===== config.mk =====
export PLATFORM = sky130hd
export DESIGN_NAME = fetch_stage
export DESIGN_NICKNAME = d
export VERILOG_FILES = /design/src/rtl/fetch_pkg.sv /design/src/rtl/if_id_reg.sv /design/src/rtl/fetch_stage.sv
export SDC_FILE = /design/constraint.sdc
export NUM_CORES = 1
export LEC_CHECK = 0
export CORE_UTILIZATION = 40
export DETAILED_ROUTE_END_ITERATION = 8
export PLACE_DENSITY_LB_ADDON = 0.05
export SLEW_MARGIN = 20
export SYNTH_ARGS = -nofsm -noshare
export SYNTH_HDL_FRONTEND = slang
export SYNTH_SLANG_ARGS = --single-unit

===== constraint.sdc =====
create_clock -name clk -period 18 [get_ports clk]
set_clock_uncertainty 0.15 [all_clocks]
set_input_delay 2.7 -clock clk [delete_from_list [all_inputs] [get_ports clk]]
set_output_delay 2.7 -clock clk [all_outputs]
set_load 0.05 [all_outputs]

===== src/rtl/fetch_pkg.sv =====
// rtl/fetch_pkg.sv - shared types and constants for the instruction-fetch stage
//
// Purpose:
//   Holds the fetch FSM state encoding and the default constants used by
//   fetch_stage and if_id_reg.
//
// Contents:
//   fetch_state_t     - IDLE / REQ / WAIT / HOLD encoding of the fetch FSM
//   NOP_INSTR_DEFAULT - addi x0,x0,0, used for empty or flushed IF/ID slots
//   RESET_PC_DEFAULT  - PC loaded at reset
//   pc_align          - forces a byte address onto a 4-byte boundary

package fetch_pkg;

    typedef enum logic [1:0] {
        IDLE = 2'd0,
        REQ  = 2'd1,
        WAIT = 2'd2,
        HOLD = 2'd3
    } fetch_state_t;

    localparam logic [31:0] NOP_INSTR_DEFAULT = 32'h0000_0013;
    localparam logic [31:0] RESET_PC_DEFAULT  = 32'h0000_0000;

    function automatic logic [31:0] pc_align(input logic [31:0] addr);
        return {addr[31:2], 2'b00};
    endfunction

endpackage


===== src/rtl/if_id_reg.sv =====
// rtl/if_id_reg.sv - IF/ID pipeline register with load, hold, flush and NOP insertion
//
// Purpose:
//   Pipeline register between fetch and decode. Priority per cycle:
//     flush  -> slot emptied (valid=0, instruction=NOP), pc fields held
//     load   -> slot takes {1, load_pc, load_instr, load_pc+4}
//     hold   -> every field keeps its value
//     else   -> bubble: valid=0, instruction=NOP, pc fields held
//
// Ports:
//   clk, reset        - clock, asynchronous active-high reset
//   flush             - discard the slot contents
//   load              - capture a new instruction
//   hold              - freeze the slot
//   load_pc           - PC of the instruction being loaded
//   load_instr        - instruction word being loaded
//   id_valid          - slot holds a real instruction
//   id_pc             - PC of the slot instruction
//   id_instruction    - slot instruction word
//   id_pc_plus4       - id_pc + 4 (link value)

module if_id_reg
    import fetch_pkg::*;
#(
    parameter logic [31:0] NOP_INSTR = NOP_INSTR_DEFAULT
) (
    input  logic        clk,
    input  logic        reset,
    input  logic        flush,
    input  logic        load,
    input  logic        hold,
    input  logic [31:0] load_pc,
    input  logic [31:0] load_instr,
    output logic        id_valid,
    output logic [31:0] id_pc,
    output logic [31:0] id_instruction,
    output logic [31:0] id_pc_plus4
);

    always_ff @(posedge clk or posedge reset) begin
        if (reset) begin
            id_valid       <= 1'b0;
            id_pc          <= 32'd0;
            id_instruction <= NOP_INSTR;
            id_pc_plus4    <= 32'd0;
        end else if (flush) begin
            id_valid       <= 1'b0;
            id_instruction <= NOP_INSTR;
        end else if (load) begin
            id_valid       <= 1'b1;
            id_pc          <= load_pc;
            id_instruction <= load_instr;
            // Modulo 2^32: a fetch at 32'hFFFF_FFFC links to 0.
            id_pc_plus4    <= load_pc + 32'd4;
        end else if (!hold) begin
            // Nothing arrived this cycle: present a bubble to decode but keep
            // the pc fields so debug views still show the last real PC.
            id_valid       <= 1'b0;
            id_instruction <= NOP_INSTR;
        end
    end

endmodule


===== src/rtl/fetch_stage.sv =====
// rtl/fetch_stage.sv - RV32I instruction-fetch stage with one outstanding imem request
//
// Purpose:
//   Owns the PC, issues requests to a variable-latency instruction memory
//   (one outstanding at a time) and feeds decode through the IF/ID register.
//   Honours stall from the hazard unit and redirect from EX; a redirect
//   outranks stall and every FSM transition.
//
// Ports:
//   clk, reset        - clock, asynchronous active-high reset
//   imem_req          - fetch request valid (state == REQ)
//   imem_addr         - fetch address, always the PC register
//   imem_ready        - memory accepts the request this cycle
//   imem_rvalid       - response valid (never in the acceptance cycle)
//   imem_rdata        - fetched instruction word
//   stall             - hold the IF/ID register
//   redirect          - flush and change the PC
//   redirect_target   - new PC when redirect=1 (low two bits ignored)
//   id_valid          - IF/ID holds a real instruction
//   id_pc             - PC of the IF/ID instruction
//   id_instruction    - instruction word to decode
//   id_pc_plus4       - id_pc + 4

module fetch_stage
    import fetch_pkg::*;
#(
    parameter logic [31:0] RESET_PC  = RESET_PC_DEFAULT,
    parameter logic [31:0] NOP_INSTR = NOP_INSTR_DEFAULT
) (
    input  logic        clk,
    input  logic        reset,
    output logic        imem_req,
    output logic [31:0] imem_addr,
    input  logic        imem_ready,
    input  logic        imem_rvalid,
    input  logic [31:0] imem_rdata,
    input  logic        stall,
    input  logic        redirect,
    input  logic [31:0] redirect_target,
    output logic        id_valid,
    output logic [31:0] id_pc,
    output logic [31:0] id_instruction,
    output logic [31:0] id_pc_plus4
);

    fetch_state_t state;
    logic [31:0]  pc;
    logic [31:0]  fetch_pc;
    logic         kill;
    logic [31:0]  buf_instr;

    logic         deliver_resp;
    logic         deliver_buf;
    logic         ifid_load;
    logic [31:0]  ifid_instr;

    // Target bits [1:0] are dropped by alignment.
    logic         unused_target_bits;
    assign unused_target_bits = ^redirect_target[1:0];

    // Request interface depends only on state and pc, so stall/redirect
    // never create a combinational path to the memory.
    assign imem_req  = (state == REQ);
    assign imem_addr = pc;

    // A response goes straight to IF/ID only when it is wanted and decode
    // can take it; a stalled response waits in the one-entry buffer.
    assign deliver_resp = (state == WAIT) && imem_rvalid && !kill
                          && !stall && !redirect;
    assign deliver_buf  = (state == HOLD) && !stall && !redirect;
    assign ifid_load    = deliver_resp || deliver_buf;
    assign ifid_instr   = deliver_buf ? buf_instr : imem_rdata;

    always_ff @(posedge clk or posedge reset) begin
        if (reset) begin
            state     <= IDLE;
            pc        <= RESET_PC;
            fetch_pc  <= RESET_PC;
            kill      <= 1'b0;
            buf_instr <= NOP_INSTR;
        end else if (redirect) begin
            pc        <= pc_align(redirect_target);
            buf_instr <= NOP_INSTR;
            case (state)
                IDLE: state <= REQ;
                REQ: begin
                    if (imem_ready) begin
                        // The memory already took the old pc; its response
                        // must be swallowed when it comes back.
                        fetch_pc <= pc;
                        kill     <= 1'b1;
                        state    <= WAIT;
                    end
                end
                WAIT: begin
                    if (imem_rvalid) begin
                        kill  <= 1'b0;
                        state <= REQ;
                    end else begin
                        kill  <= 1'b1;
                    end
                end
                HOLD: state <= REQ;
                default: state <= IDLE;
            endcase
        end else begin
            case (state)
                IDLE: state <= REQ;
                REQ: begin
                    if (imem_ready) begin
                        fetch_pc <= pc;
                        pc       <= pc + 32'd4;
                        state    <= WAIT;
                    end
                end
                WAIT: begin
                    if (imem_rvalid) begin
                        if (kill) begin
                            kill  <= 1'b0;
                            state <= REQ;
                        end else if (!stall) begin
                            state <= REQ;
                        end else begin
                            buf_instr <= imem_rdata;
                            state     <= HOLD;
                        end
                    end
                end
                HOLD: begin
                    if (!stall) begin
                        buf_instr <= NOP_INSTR;
                        state     <= REQ;
                    end
                end
                default: state <= IDLE;
            endcase
        end
    end

    // While in HOLD no new request has been accepted, so fetch_pc is still
    // the PC of the buffered instruction.
    if_id_reg #(
        .NOP_INSTR (NOP_INSTR)
    ) u_if_id_reg (
        .clk            (clk),
        .reset          (reset),
        .flush          (redirect),
        .load           (ifid_load),
        .hold           (stall),
        .load_pc        (fetch_pc),
        .load_instr     (ifid_instr),
        .id_valid       (id_valid),
        .id_pc          (id_pc),
        .id_instruction (id_instruction),
        .id_pc_plus4    (id_pc_plus4)
    );

endmodule


==> impl_metrics.csv <==
group,metric,value,unit
synth,synth-simple-area-share,18.2,%
worst_setup_path,r2r_start,"state[1]",
power,ir_drop,77.9,uV
min_path,hold_path_class,"reg -> reg",
power,p_leak,5.02,nW
placement,place_area,0.0108,mm2
timing,rsz0062_at_grt,"no",
global_routing,grt_pass1_wl,36600,um
worst_setup_path,worstRegToRegCells,6,
clocking,clock_sink_count,188,
worst_setup_path,cp_slowest_stage_delay,0.91,ns
global_routing,grt_overflow_total,0,
synth,synth_edf_count,0,
floorplanning,die_area,0.0223,mm2
worst_setup_path,cpMaxStageDelayCell,"clkdlybuf4s50_1",
synth,synth_compound_area_share,11.8,%
clocking,root_buffer,"clkbuf_16",
timing,max_freq,195,MHz
floorplanning,rows,53,
global_routing,busiest_layer,"met1",
synth,synth-xor-area-share,2.22,%
final_layout,fin_area,0.0114,mm2
synth,synth.area.top_cells,"dfrtp_1 (52%), nand2_1 (7.7%), mux2i_1 (3.9%), a222oi_1 (3.3%), o21ai_0 (3.2%)",
synth,ys_warn_count,0,
min_path,holdPathEnd,"u_if_id_reg.id_pc[20]",
clocking,clock_latency,0.43,ns
drt,post_drt_via_cell_ratio,5.33,
floorplanning,die_x,149,um
timing,finalHoldViolCount,0,
timing,worst_pin_slew,1.00,ns
worst_setup_path,r2r_end,"imem_addr[27]",
drt,drtIter0Drc,577,
timing,slew_violations,0,
synth,ys_types,46,
global_routing,first_global_vias,6577,
final_layout,nets,1130,
worst_setup_path,critPathCaptureType,"primary output",
synth,yosys.area.top_type,"dfrtp_1",
synth,synth_top_family_by_area,"simple AND/OR/NAND/NOR gates",
final_layout,antenna-diode-count,0,
synth,synth_top_area_share,52.4,%
drt,post_drt_wl_per_cell,16.8,um
outcome,outcome,"complete, no violations",
drt,drt_wl_total,22600,um
placement,portBuffers,191,
worst_setup_path,cp_data_required_time,15.15,ns
clocking,cts_setup_buffers,0,
clocking,cts_htree_levels,4,
clocking,cts_buffer_depth,2,
global_routing,use_met1,33.0,%
synth,synth_area_per_cell,9.76,um2
timing,relSlewSlack,32.4,%
synth,synth_ff_type,"dfrtp_1",
timing,finalCriticalPeriod,5.13,ns
clocking,ctsResizeCount,0,
worst_setup_path,rrSetupSlack,15.14,ns
placement,place_congestion,0.775,
synth,postSynthCellCount,890,
clocking,numCtsBuffers,17,
drt,post-route-drc-count,0,
worst_setup_path,cp.arrival,2.28,ns
global_routing,track_usage,21.1,%
timing,setup_tns,0,ns
drt,ant_nets,0,
floorplanning,start_util,41.1,%
drt,dr.pass1.iters,6,
drt,via_count,7153,
global_routing,use_met2,29.5,%
synth,synthMostInstantiatedCell,"dfrtp_1",
timing,hold_slack,0.322,ns
clocking,holdBufCountCts,0,
min_path,worstHoldStart,"u_if_id_reg.id_pc[20]",
timing,setup_viol,0,
synth,synth.cell_area,0.00868,mm2
job,maxCapViolCount,0,
clocking,clkTransAtPathRegs,0.07,ns
placement,dp_hpwl,15400,um
clocking,cts_tree,"done",
worst_setup_path,crit_path_start_kind,"flip-flop",
final_layout,fillCellCount,2002,
global_routing,antenna_found_initial,0,
synth,synth_mux_area_share,6.64,%
power,power_density,155,mW/mm2
floorplanning,coreArea,0.0212,mm2
synth,ys_ff_latch,188,
global_routing,met3_usage,3.79,%
final_layout,area_growth,31.5,%
power,design_power_total,1.77,mW
floorplanning,io_pins,200,
timing,period_share,28.5,%
worst_setup_path,cp_max_fo,9,
worst_setup_path,crit_type,"reg -> out",
final_layout,drive_gt1_share,7.49,%
floorplanning,die_y,149,um
global_routing,grt_max_degree,119,
synth,synth-async-reset-ratio,100,%
synth,ys_top_cells_by_count,"dfrtp_1 (182), nand2_1 (179), inv_1 (73), o21ai_0 (55), clkbuf_1 (49)",
synth,synth-seq-area-share,54.3,%
min_path,hold_depth,2,
synth,yosys.area_share.adder,0.720,%
worst_setup_path,cp_cell_sequence,"inv_1, ha_1, clkdlybuf4s50_1",
flip-flops by register name (all words and copies together), names as in the netlist:
signal and cells:
u_if_id_reg.id_pc_plus4 30, u_if_id_reg.id_valid 1, kill 1, u_if_id_reg.id_pc 30, u_if_id_reg.id_instruction 32, state 2
buf_instr 32, imem_addr 30, fetch_pc 30
critical path, delay by kind of cell (launching register included):
| family | cells | cell delay (ns) |
|---|---|---|
| buf+inv | 2 | 1.01 |
| flops | 1 | 0.45 |
| fa+ha+maj | 1 | 0.38 |
layout by cell type, fill, tap and decap left out, types with 13 or more instances in the layout:
cell type | netlist | routed
a222oi_1 | 29 | 29
a31oi_1 | 27 | 26
clkbuf_16 | 0 | 17
clkdlybuf4s50_1 | 0 | 191
dfrtp_1 | 182 | 182
inv_1 | 73 | 72
mux2_2 | 21 | 21
mux2i_1 | 34 | 34
nand2_1 | 179 | 179
nand3_1 | 25 | 25
nand4_1 | 17 | 17
nor2_1 | 36 | 35
o21ai_0 | 55 | 55
o31ai_1 | 17 | 17
or3_1 | 13 | 13
or4_1 | 28 | 28
xnor2_1 | 14 | 14
layer usage:
metal  part of all wire (%)  vias to the layer above
met3                    5.2                       23
met1                     52                     3498
met2                     42                      192
met5                      0                        -
met4                    1.0                        0
li1                       -                     3440
power breakdown:
group / internal (mW) / total (mW) / switching (mW)
clock: 0.210 / 0.387 / 0.177
combinational: 0.252 / 0.703 / 0.451
sequential: 0.552 / 0.682 / 0.131
cell families after synthesis:
group,count (synthesis)
compound gates,151
xor+xnor,22
fa+ha+maj,5
buf+inv,133
flops,188
mux,55
other cells,1
simple gates,335
cell type report:
class / instances / area, um2 / area share (%)
inverters: 73 / 282 / 2.47
repair buffers: 201 / 1990 / 17.4
multi-input cells: 574 / 3500 / 30.6
well taps: 275 / 344 / 3.01
flip-flops and latches: 188 / 4710 / 41.3
clock buffers: 17 / 425 / 3.73
clock inverters: 15 / 174 / 1.52
how the worst max path moves through the flow:
stage | slack, ns | from | end
after global placement | 12.80 | redirect | state[1]
after floorplan | 10.05 | reset | buf_instr[10]
after detailed placement | 12.80 | imem_ready | imem_addr[27]
after CTS | 12.87 | state[1] | imem_req
after global routing | 12.77 | state[1] | imem_req
final | 12.87 | state[1] | imem_req
per-stage QoR:
stage | setup WS, ns | utilization (%) | std cells
6_report | 12.87 | 54.0 | 1343
5_1_grt | 12.77 | 54.0 | 1343
4_1_cts | 12.87 | 54.0 | 1343
3_5_place_dp | 12.80 | 51.2 | 1311
3_3_place_gp | 12.80 | 51.2 | 1311
2_1_floorplan | 10.05 | - | 895
(Power assumes the default switching activity.)
